## src/rtl/plane_fetch_engine_pkg.sv

```systemverilog
// Shared types, default geometry and width helpers for the planar fetch engine.
package plane_fetch_pkg;

  typedef enum logic {
    IDLE = 1'b0,
    REQ  = 1'b1
  } arb_state_t;

  localparam int unsigned DEF_ADDR_W       = 17;
  localparam int unsigned DEF_DATA_W       = 32;
  localparam int unsigned DEF_BPC          = 4;
  localparam int unsigned DEF_NUM_CH       = 3;
  localparam int unsigned DEF_FIFO_DEPTH   = 4;
  localparam int unsigned DEF_PLANE_WORDS  = 38400;
  localparam int unsigned DEF_PLANE_STRIDE = 38400;
  localparam int unsigned PIX_PER_WORD     = DEF_DATA_W / DEF_BPC;

  // Bits needed to index n items; never narrower than one bit.
  function automatic int unsigned idx_w(input int unsigned n);
    return (n > 1) ? $clog2(n) : 1;
  endfunction

endpackage

```

## src/rtl/plane_fetch_engine_word_fifo.sv

```systemverilog
// Single-channel word FIFO; pushes and pops in the same cycle keep occupancy.
module plane_word_fifo
  import plane_fetch_pkg::*;
#(
  parameter int unsigned DEPTH  = DEF_FIFO_DEPTH,
  parameter int unsigned DATA_W = DEF_DATA_W
) (
  input  logic              clk,
  input  logic              rst,
  input  logic              push,
  input  logic              pop,
  input  logic [DATA_W-1:0] push_data,
  output logic [DATA_W-1:0] head,
  output logic              full,
  output logic              empty
);

  localparam int unsigned PTR_W = idx_w(DEPTH);
  localparam int unsigned CNT_W = PTR_W + 1;

  logic [DATA_W-1:0] mem [DEPTH];
  logic [PTR_W-1:0]  wr_ptr;
  logic [PTR_W-1:0]  rd_ptr;
  logic [CNT_W-1:0]  count;

  // Storage carries no reset; only the pointers define validity.
  always_ff @(posedge clk) begin
    if (push) begin
      mem[wr_ptr] <= push_data;
    end
  end

  always_ff @(posedge clk) begin
    if (rst) begin
      wr_ptr <= '0;
      rd_ptr <= '0;
      count  <= '0;
    end else begin
      if (push) begin
        wr_ptr <= wr_ptr + PTR_W'(1);
      end
      if (pop) begin
        rd_ptr <= rd_ptr + PTR_W'(1);
      end
      case ({push, pop})
        2'b10:   count <= count + CNT_W'(1);
        2'b01:   count <= count - CNT_W'(1);
        default: count <= count;
      endcase
    end
  end

  assign head  = mem[rd_ptr];
  assign full  = (count == CNT_W'(DEPTH));
  assign empty = (count == '0);

endmodule

```

## src/rtl/plane_fetch_engine.sv

```systemverilog
// Round-robin planar framebuffer fetch with per-channel word FIFOs and pixel unpack.
// Optional underrun counter is built when UNDERRUN_CNT_EN is defined.
module plane_fetch_engine
  import plane_fetch_pkg::*;
#(
  parameter int unsigned ADDR_W       = DEF_ADDR_W,
  parameter int unsigned DATA_W       = DEF_DATA_W,
  parameter int unsigned BPC          = DEF_BPC,
  parameter int unsigned NUM_CH       = DEF_NUM_CH,
  parameter int unsigned FIFO_DEPTH   = DEF_FIFO_DEPTH,
  parameter int unsigned PLANE_WORDS  = DEF_PLANE_WORDS,
  parameter int unsigned PLANE_STRIDE = DEF_PLANE_STRIDE
) (
  input  logic                  clk,
  input  logic                  rst_,
  input  logic                  en_fetching,
  input  logic                  restart,
  output logic [ADDR_W-1:0]     mem_addr,
  input  logic [DATA_W-1:0]     mem_data,
  output logic                  mem_rtr,
  input  logic                  mem_rts,
  output logic [NUM_CH*BPC-1:0] out_data,
  output logic                  out_rts,
  input  logic                  out_rtr,
  output logic                  frame_done,
  output logic [15:0]           underrun_cnt
);

  localparam int unsigned PPW       = DATA_W / BPC;
  localparam int unsigned IDX_W     = idx_w(PPW);
  localparam int unsigned CH_W      = idx_w(NUM_CH);
  localparam int unsigned WP_W      = idx_w(PLANE_WORDS);
  localparam int unsigned FRAME_PIX = PLANE_WORDS * PPW;
  localparam int unsigned PC_W      = idx_w(FRAME_PIX);
  localparam int unsigned OUT_W     = NUM_CH * BPC;

  logic              clear;
  arb_state_t        state;
  logic [CH_W-1:0]   rr_ptr;
  logic [CH_W-1:0]   cur_ch;
  logic [CH_W-1:0]   sel_ch;
  logic              sel_found;
  logic [ADDR_W-1:0] sel_addr;
  logic [WP_W-1:0]   word_ptr [NUM_CH];
  logic [NUM_CH-1:0] fifo_full;
  logic [NUM_CH-1:0] fifo_empty;
  logic [NUM_CH-1:0] push_vec;
  logic [DATA_W-1:0] head [NUM_CH];
  logic [OUT_W-1:0]  pixel_raw;
  logic [IDX_W-1:0]  pix_idx;
  logic [PC_W-1:0]   pix_cnt;
  logic              push_en;
  logic              xfer;
  logic              idx_last;
  logic              pop_all;

  // Restart and fetch-disable share the reset path and win over any transfer.
  assign clear = rst_ | restart | ~en_fetching;

  // First non-full channel at or after the round-robin pointer.
  always_comb begin
    int unsigned cand;
    cand      = 0;
    sel_found = 1'b0;
    sel_ch    = '0;
    for (int unsigned i = 0; i < NUM_CH; i++) begin
      cand = (32'(rr_ptr) + i) % NUM_CH;
      if (!sel_found && !fifo_full[CH_W'(cand)]) begin
        sel_found = 1'b1;
        sel_ch    = CH_W'(cand);
      end
    end
    sel_addr = ADDR_W'((32'(sel_ch) * 32'(PLANE_STRIDE)) + 32'(word_ptr[sel_ch]));
  end

  // Address and request are latched on entry to REQ and held until accepted.
  always_ff @(posedge clk) begin
    if (clear) begin
      state    <= IDLE;
      rr_ptr   <= '0;
      cur_ch   <= '0;
      mem_rtr  <= 1'b0;
      mem_addr <= '0;
      for (int i = 0; i < int'(NUM_CH); i++) begin
        word_ptr[i] <= '0;
      end
    end else begin
      case (state)
        IDLE: begin
          if (sel_found) begin
            cur_ch   <= sel_ch;
            mem_addr <= sel_addr;
            mem_rtr  <= 1'b1;
            state    <= REQ;
          end
        end
        REQ: begin
          if (mem_rts) begin
            word_ptr[cur_ch] <= (word_ptr[cur_ch] == WP_W'(PLANE_WORDS - 1)) ?
                                '0 : word_ptr[cur_ch] + WP_W'(1);
            rr_ptr  <= (cur_ch == CH_W'(NUM_CH - 1)) ? '0 : cur_ch + CH_W'(1);
            mem_rtr <= 1'b0;
            state   <= IDLE;
          end
        end
      endcase
    end
  end

  assign push_en = mem_rtr & mem_rts;

  for (genvar g = 0; g < int'(NUM_CH); g++) begin : g_ch
    assign push_vec[g] = push_en && (cur_ch == CH_W'(g));

    plane_word_fifo #(
      .DEPTH  (FIFO_DEPTH),
      .DATA_W (DATA_W)
    ) u_fifo (
      .clk       (clk),
      .rst       (clear),
      .push      (push_vec[g]),
      .pop       (pop_all),
      .push_data (mem_data),
      .head      (head[g]),
      .full      (fifo_full[g]),
      .empty     (fifo_empty[g])
    );

    // Channel 0 lands in the most-significant field; LSB field of a word goes first.
    assign pixel_raw[(int'(NUM_CH) - 1 - g) * int'(BPC) +: BPC] =
      BPC'(head[g] >> (32'(pix_idx) * BPC));
  end

  assign out_rts  = ~|fifo_empty;
  assign out_data = out_rts ? pixel_raw : '0;
  assign xfer     = out_rts & out_rtr;
  assign idx_last = (pix_idx == IDX_W'(PPW - 1));
  assign pop_all  = xfer & idx_last;

  always_ff @(posedge clk) begin
    if (clear) begin
      pix_idx    <= '0;
      pix_cnt    <= '0;
      frame_done <= 1'b0;
    end else begin
      frame_done <= xfer && (pix_cnt == PC_W'(FRAME_PIX - 1));
      if (xfer) begin
        pix_idx <= idx_last ? '0 : pix_idx + IDX_W'(1);
        pix_cnt <= (pix_cnt == PC_W'(FRAME_PIX - 1)) ? '0 : pix_cnt + PC_W'(1);
      end
    end
  end

`ifdef UNDERRUN_CNT_EN
  // Cycles where the display wanted a pixel and none was ready; saturating.
  always_ff @(posedge clk) begin
    if (clear) begin
      underrun_cnt <= '0;
    end else if (out_rtr && !out_rts && (underrun_cnt != 16'hFFFF)) begin
      underrun_cnt <= underrun_cnt + 16'd1;
    end
  end
`else
  assign underrun_cnt = '0;
`endif

endmodule

```

## config.mk

```make
export PLATFORM = sky130hd
export DESIGN_NAME = plane_fetch_engine
export DESIGN_NICKNAME = d
export VERILOG_FILES = /design/src/rtl/plane_fetch_engine_pkg.sv /design/src/rtl/plane_fetch_engine_word_fifo.sv /design/src/rtl/plane_fetch_engine.sv
export SDC_FILE = /design/constraint.sdc
export NUM_CORES = 1
export LEC_CHECK = 0
export ABC_CLOCK_PERIOD_IN_PS = 4600
export CORE_MARGIN = 5
export CORE_UTILIZATION = 45
export CTS_BUF_LIST = sky130_fd_sc_hd__clkbuf_8
export CTS_CLUSTER_SIZE = 12
export DETAILED_ROUTE_END_ITERATION = 7
export PLACE_DENSITY = 0.67
export SLEW_MARGIN = 10
export SYNTH_ARGS = -nofsm -noshare
export SYNTH_HDL_FRONTEND = slang
export SYNTH_SLANG_ARGS = --single-unit
```

## constraint.sdc

```tcl
create_clock -name clk -period 4.6 [get_ports clk]
set_input_delay 0.92 -clock clk [delete_from_list [all_inputs] [get_ports clk]]
set_output_delay 0.92 -clock clk [all_outputs]
set_load 0.02 [all_outputs]
```

==> run summary <==
Setup slack, reg-to-reg -> 620 ps
Result of the run -> complete, no violations
Count of H-tree levels built during CTS -> 3
Worst Hold Class -> flip-flop to flip-flop
CP delay by family, top -> multiplexers
Register area share after synthesis -> 68.2%
CP Data Arrival Time -> 3410 ps
I/O pin total -> 86
Slowest cell delay on critical path -> 560 ps
Area share of the largest cell type after synthesis -> 61.3%
Critical path buffer and inverter count -> 2
Via/cell ratio -> 5.47
Hold bufs inserted after CTS -> 0
Most instantiated library cell after synthesis -> sky130_fd_sc_hd__edfxtp_1
Relative area change from synthesis to final layout -> 15.2%
Achievable clock frequency -> 0.231 GHz
Global router's overall resource usage -> 17.5%
Number of buffers inserted by post-CTS setup repair -> 0
Clock Sink Count -> 523
Total iterations of the first detailed-routing run -> 5
Average wire per standard cell -> 21.3 um
Filler Cell Count -> 3882
Post-layout net count -> 1547
Floorplan die height -> 231 um
Maximum vdd ir drop -> 0.219 mV
Vias -> 11900
Sum of routed wire length over all layers -> 46300 um
Unique cell type count in the Yosys netlist -> 58
Antenna violation net count after detailed routing -> 0
Post-synthesis sequential element count -> 523
TritonCTS clock tree -> done
Antenna violations before repair -> 3
Count of mapped cells out of synthesis -> 1343
Vias in the first global route -> 12400
Overall power after layout -> 9.61 mW
TNS Setup -> 0 ps
Series of cell instances along the critical path -> buf_4, mux4_2, mux4_2, mux2i_1, nor2_1, clkdlybuf4s50_1
Synthesized area per cell -> 16.3 um^2
Dominant cell type by area after synthesis -> sky130_fd_sc_hd__edfxtp_1
Clock root buffer -> sky130_fd_sc_hd__clkbuf_8
Buffers added on ports -> 69
Minimum clock period -> 4330 ps
Critical path type -> flip-flop to output port
Placement Rows -> 81
Global-route wire length before repair -> 71600 um
Number of maximum-capacitance constraint violations -> 0
Starting Density -> 45.2%
Post-synth EDFFs -> 448
Leakage dissipation -> 8.26 nW
Final RePlAce weighted congestion -> 0.761
Resized Gates After CTS -> 0
Number of buffers created by CTS -> 88
Total overflow reported by the global router -> 0
Clock slew at reported path FFs -> 60 ps
Top FF cell, synth -> sky130_fd_sc_hd__edfxtp_1
Fraction of final layout cells sized beyond drive strength 1 -> 21.4%
Largest net degree at the start of global routing -> 54
Total DRC errors in the routed layout -> 0
DIE AREA -> 53300 um^2
Number of failing hold endpoints at the final stage -> 0
Final setup skew -> 48.9 ps
Actual transition at the worst max-transition pin -> 1010 ps
Max-slew headroom at the worst pin -> 32.8%
Worst path most repeated cell -> sky130_fd_sc_hd__mux4_2
Standard cell with the maximum stage delay on the critical path -> sky130_fd_sc_hd__clkdlybuf4s50_1
Max-slew violation total from the final report -> 0
Pwr Density -> 380 nW/um^2
Fraction of the cycle the final worst path needs -> 94.1%
Total of endpoints with negative setup slack in the final report -> 0
Top cell types by occurrence after synthesis -> sky130_fd_sc_hd__edfxtp_1, sky130_fd_sc_hd__mux4_2, sky130_fd_sc_hd__nor2_1
Startpoint type of the worst setup path -> flip-flop
Count of yosys warnings during synthesis -> 0
Total core area -> 48500 um^2
Required time of the worst setup path -> 3680 ps
Multi-input gate area -> 6510 um^2
Die boundary width -> 231 um
Setup repair after global routing missed its margin -> false
Latest clock arrival within the worst-skew pair -> 670 ps
Sequential cell area in the final layout -> 15000 um^2
DRT iter0 DRCs -> 822
Critical path capture point type -> output port
Critical path fanouts, max -> 12
Maximum root-to-sink buffer count -> 3
Most area-consuming cells after synthesis -> sky130_fd_sc_hd__edfxtp_1, sky130_fd_sc_hd__mux4_2, sky130_fd_sc_hd__dfxtp_1
Fraction of synthesis flops using an asynchronous set or reset pin -> 0%
Detail Placement HPWL -> 28300 um
Summed instance area of the synthesized netlist -> 21900 um^2
[stage by stage]
stage | instances | hold slack, ps | util, % | setup WS, ps | area [um^2]
detailed placement | 2007 | 449 | 48.3 | 599 | 23500
floorplan | 1358 | 439 | - | 848 | 22000
global placement | 2007 | 446 | 48.3 | 718 | 23500
CTS | 2170 | 461 | 52.1 | 190 | 25300
finish | 2171 | 458 | 52.1 | 270 | 25300
global route | 2171 | 480 | 52.1 | 97.4 | 25300
[cells in the final DEF (no fill, tap or decap), types with 8 or more instances in the layout]
cell | Yosys | final
sky130_fd_sc_hd__xor2_1 | 22 | 22
sky130_fd_sc_hd__buf_4 | 16 | 36
sky130_fd_sc_hd__inv_1 | 47 | 63
sky130_fd_sc_hd__ha_1 | 30 | 30
sky130_fd_sc_hd__a211oi_1 | 9 | 9
sky130_fd_sc_hd__or3_1 | 10 | 10
sky130_fd_sc_hd__mux2i_1 | 21 | 21
sky130_fd_sc_hd__clkinv_2 | 0 | 15
sky130_fd_sc_hd__nand3_1 | 48 | 48
sky130_fd_sc_hd__nor2_1 | 130 | 130
sky130_fd_sc_hd__a21oi_1 | 26 | 25
sky130_fd_sc_hd__edfxtp_1 | 448 | 448
sky130_fd_sc_hd__and2_2 | 0 | 12
sky130_fd_sc_hd__dfxtp_1 | 75 | 68
sky130_fd_sc_hd__xnor2_1 | 29 | 29
sky130_fd_sc_hd__bufinv_16 | 0 | 8
sky130_fd_sc_hd__clkbuf_8 | 0 | 92
sky130_fd_sc_hd__mux4_2 | 136 | 136
sky130_fd_sc_hd__nand2_1 | 104 | 103
sky130_fd_sc_hd__conb_1 | 1 | 16
sky130_fd_sc_hd__clkinv_1 | 0 | 24
sky130_fd_sc_hd__clkdlybuf4s50_1 | 0 | 69
sky130_fd_sc_hd__and3_1 | 19 | 19
[registers in the layout, summed over array words and instances, names as in the netlist, named ones only]
register,flops
g_ch.u_fifo.mem,384
g_ch.u_fifo.wr_ptr,6
state,1
g_ch.u_fifo.count,9
mem_rtr,1
rr_ptr,2
pix_idx,3
frame_done,1
pix_cnt,19
cur_ch,2
mem_addr,17
word_ptr,64
g_ch.u_fifo.rd_ptr,6
[cells by family after synthesis]
logic type                 count (synthesis)  synth area share [%]
AOI/OAI and AO/OA                         72                  2.32
and+or+nand+nor                          375                  7.92
adders and majority gates                 34                  2.08
other                                      1                0.0171
xor gates and xnor gates                  51                  2.04
muxes                                    158                  15.0
buffers and inverters                    129                  2.50
DFF                                      523                  68.2
[worst register-to-register path, delay by kind of cell, from the launching register on]
family,cells,cell delay (ps)
compound gates,4,1080
fa+ha+maj,3,990
buf+inv,3,610
simple gates,3,490
mux,2,380
flops,1,350
[where the power goes]
part / total (mW) / internal, mW / switching, mW
sequential: 5.18 / 5.16 / 0.0117
combinational: 0.201 / 0.0659 / 0.135
clock: 4.23 / 2.33 / 1.90
total: 9.61 / 7.56 / 2.05
[path summary, 6_finish.rpt]
kind	startpoint	end	cells after the start
setup / recovery	flip-flop	out_data[3]	6
hold / removal	mem_addr[9]	mem_addr[9]	2
setup reg to reg	rr_ptr[0]	mem_addr[14]	15
hold reg to reg	mem_addr[9]	mem_addr[9]	2
[metal layers]
layer | wire (um) | part of all wire, % | track usage [%] | vias to the layer above
met2 | 23700 | 51 | 30.1 | 315
met4 | 765 | 1.7 | 5.05 | 4
met5 | 19 | 0.041 | 0 | -
met1 | 19100 | 41 | 22.4 | 6103
met3 | 2660 | 5.8 | 3.92 | 64
li1 | - | - | - | 5393
[cell type report]
cell class | count | share of cell area (%)
repair buffers | 108 | 4.04
flip-flops and latches | 523 | 59.2
inverters | 48 | 0.713
clock buffers | 92 | 5.01
diodes | 1 | 0.00990
well taps | 622 | 3.08
multi-input cells | 706 | 25.8
clock inverters | 71 | 2.18
(Power assumes the default switching activity.)
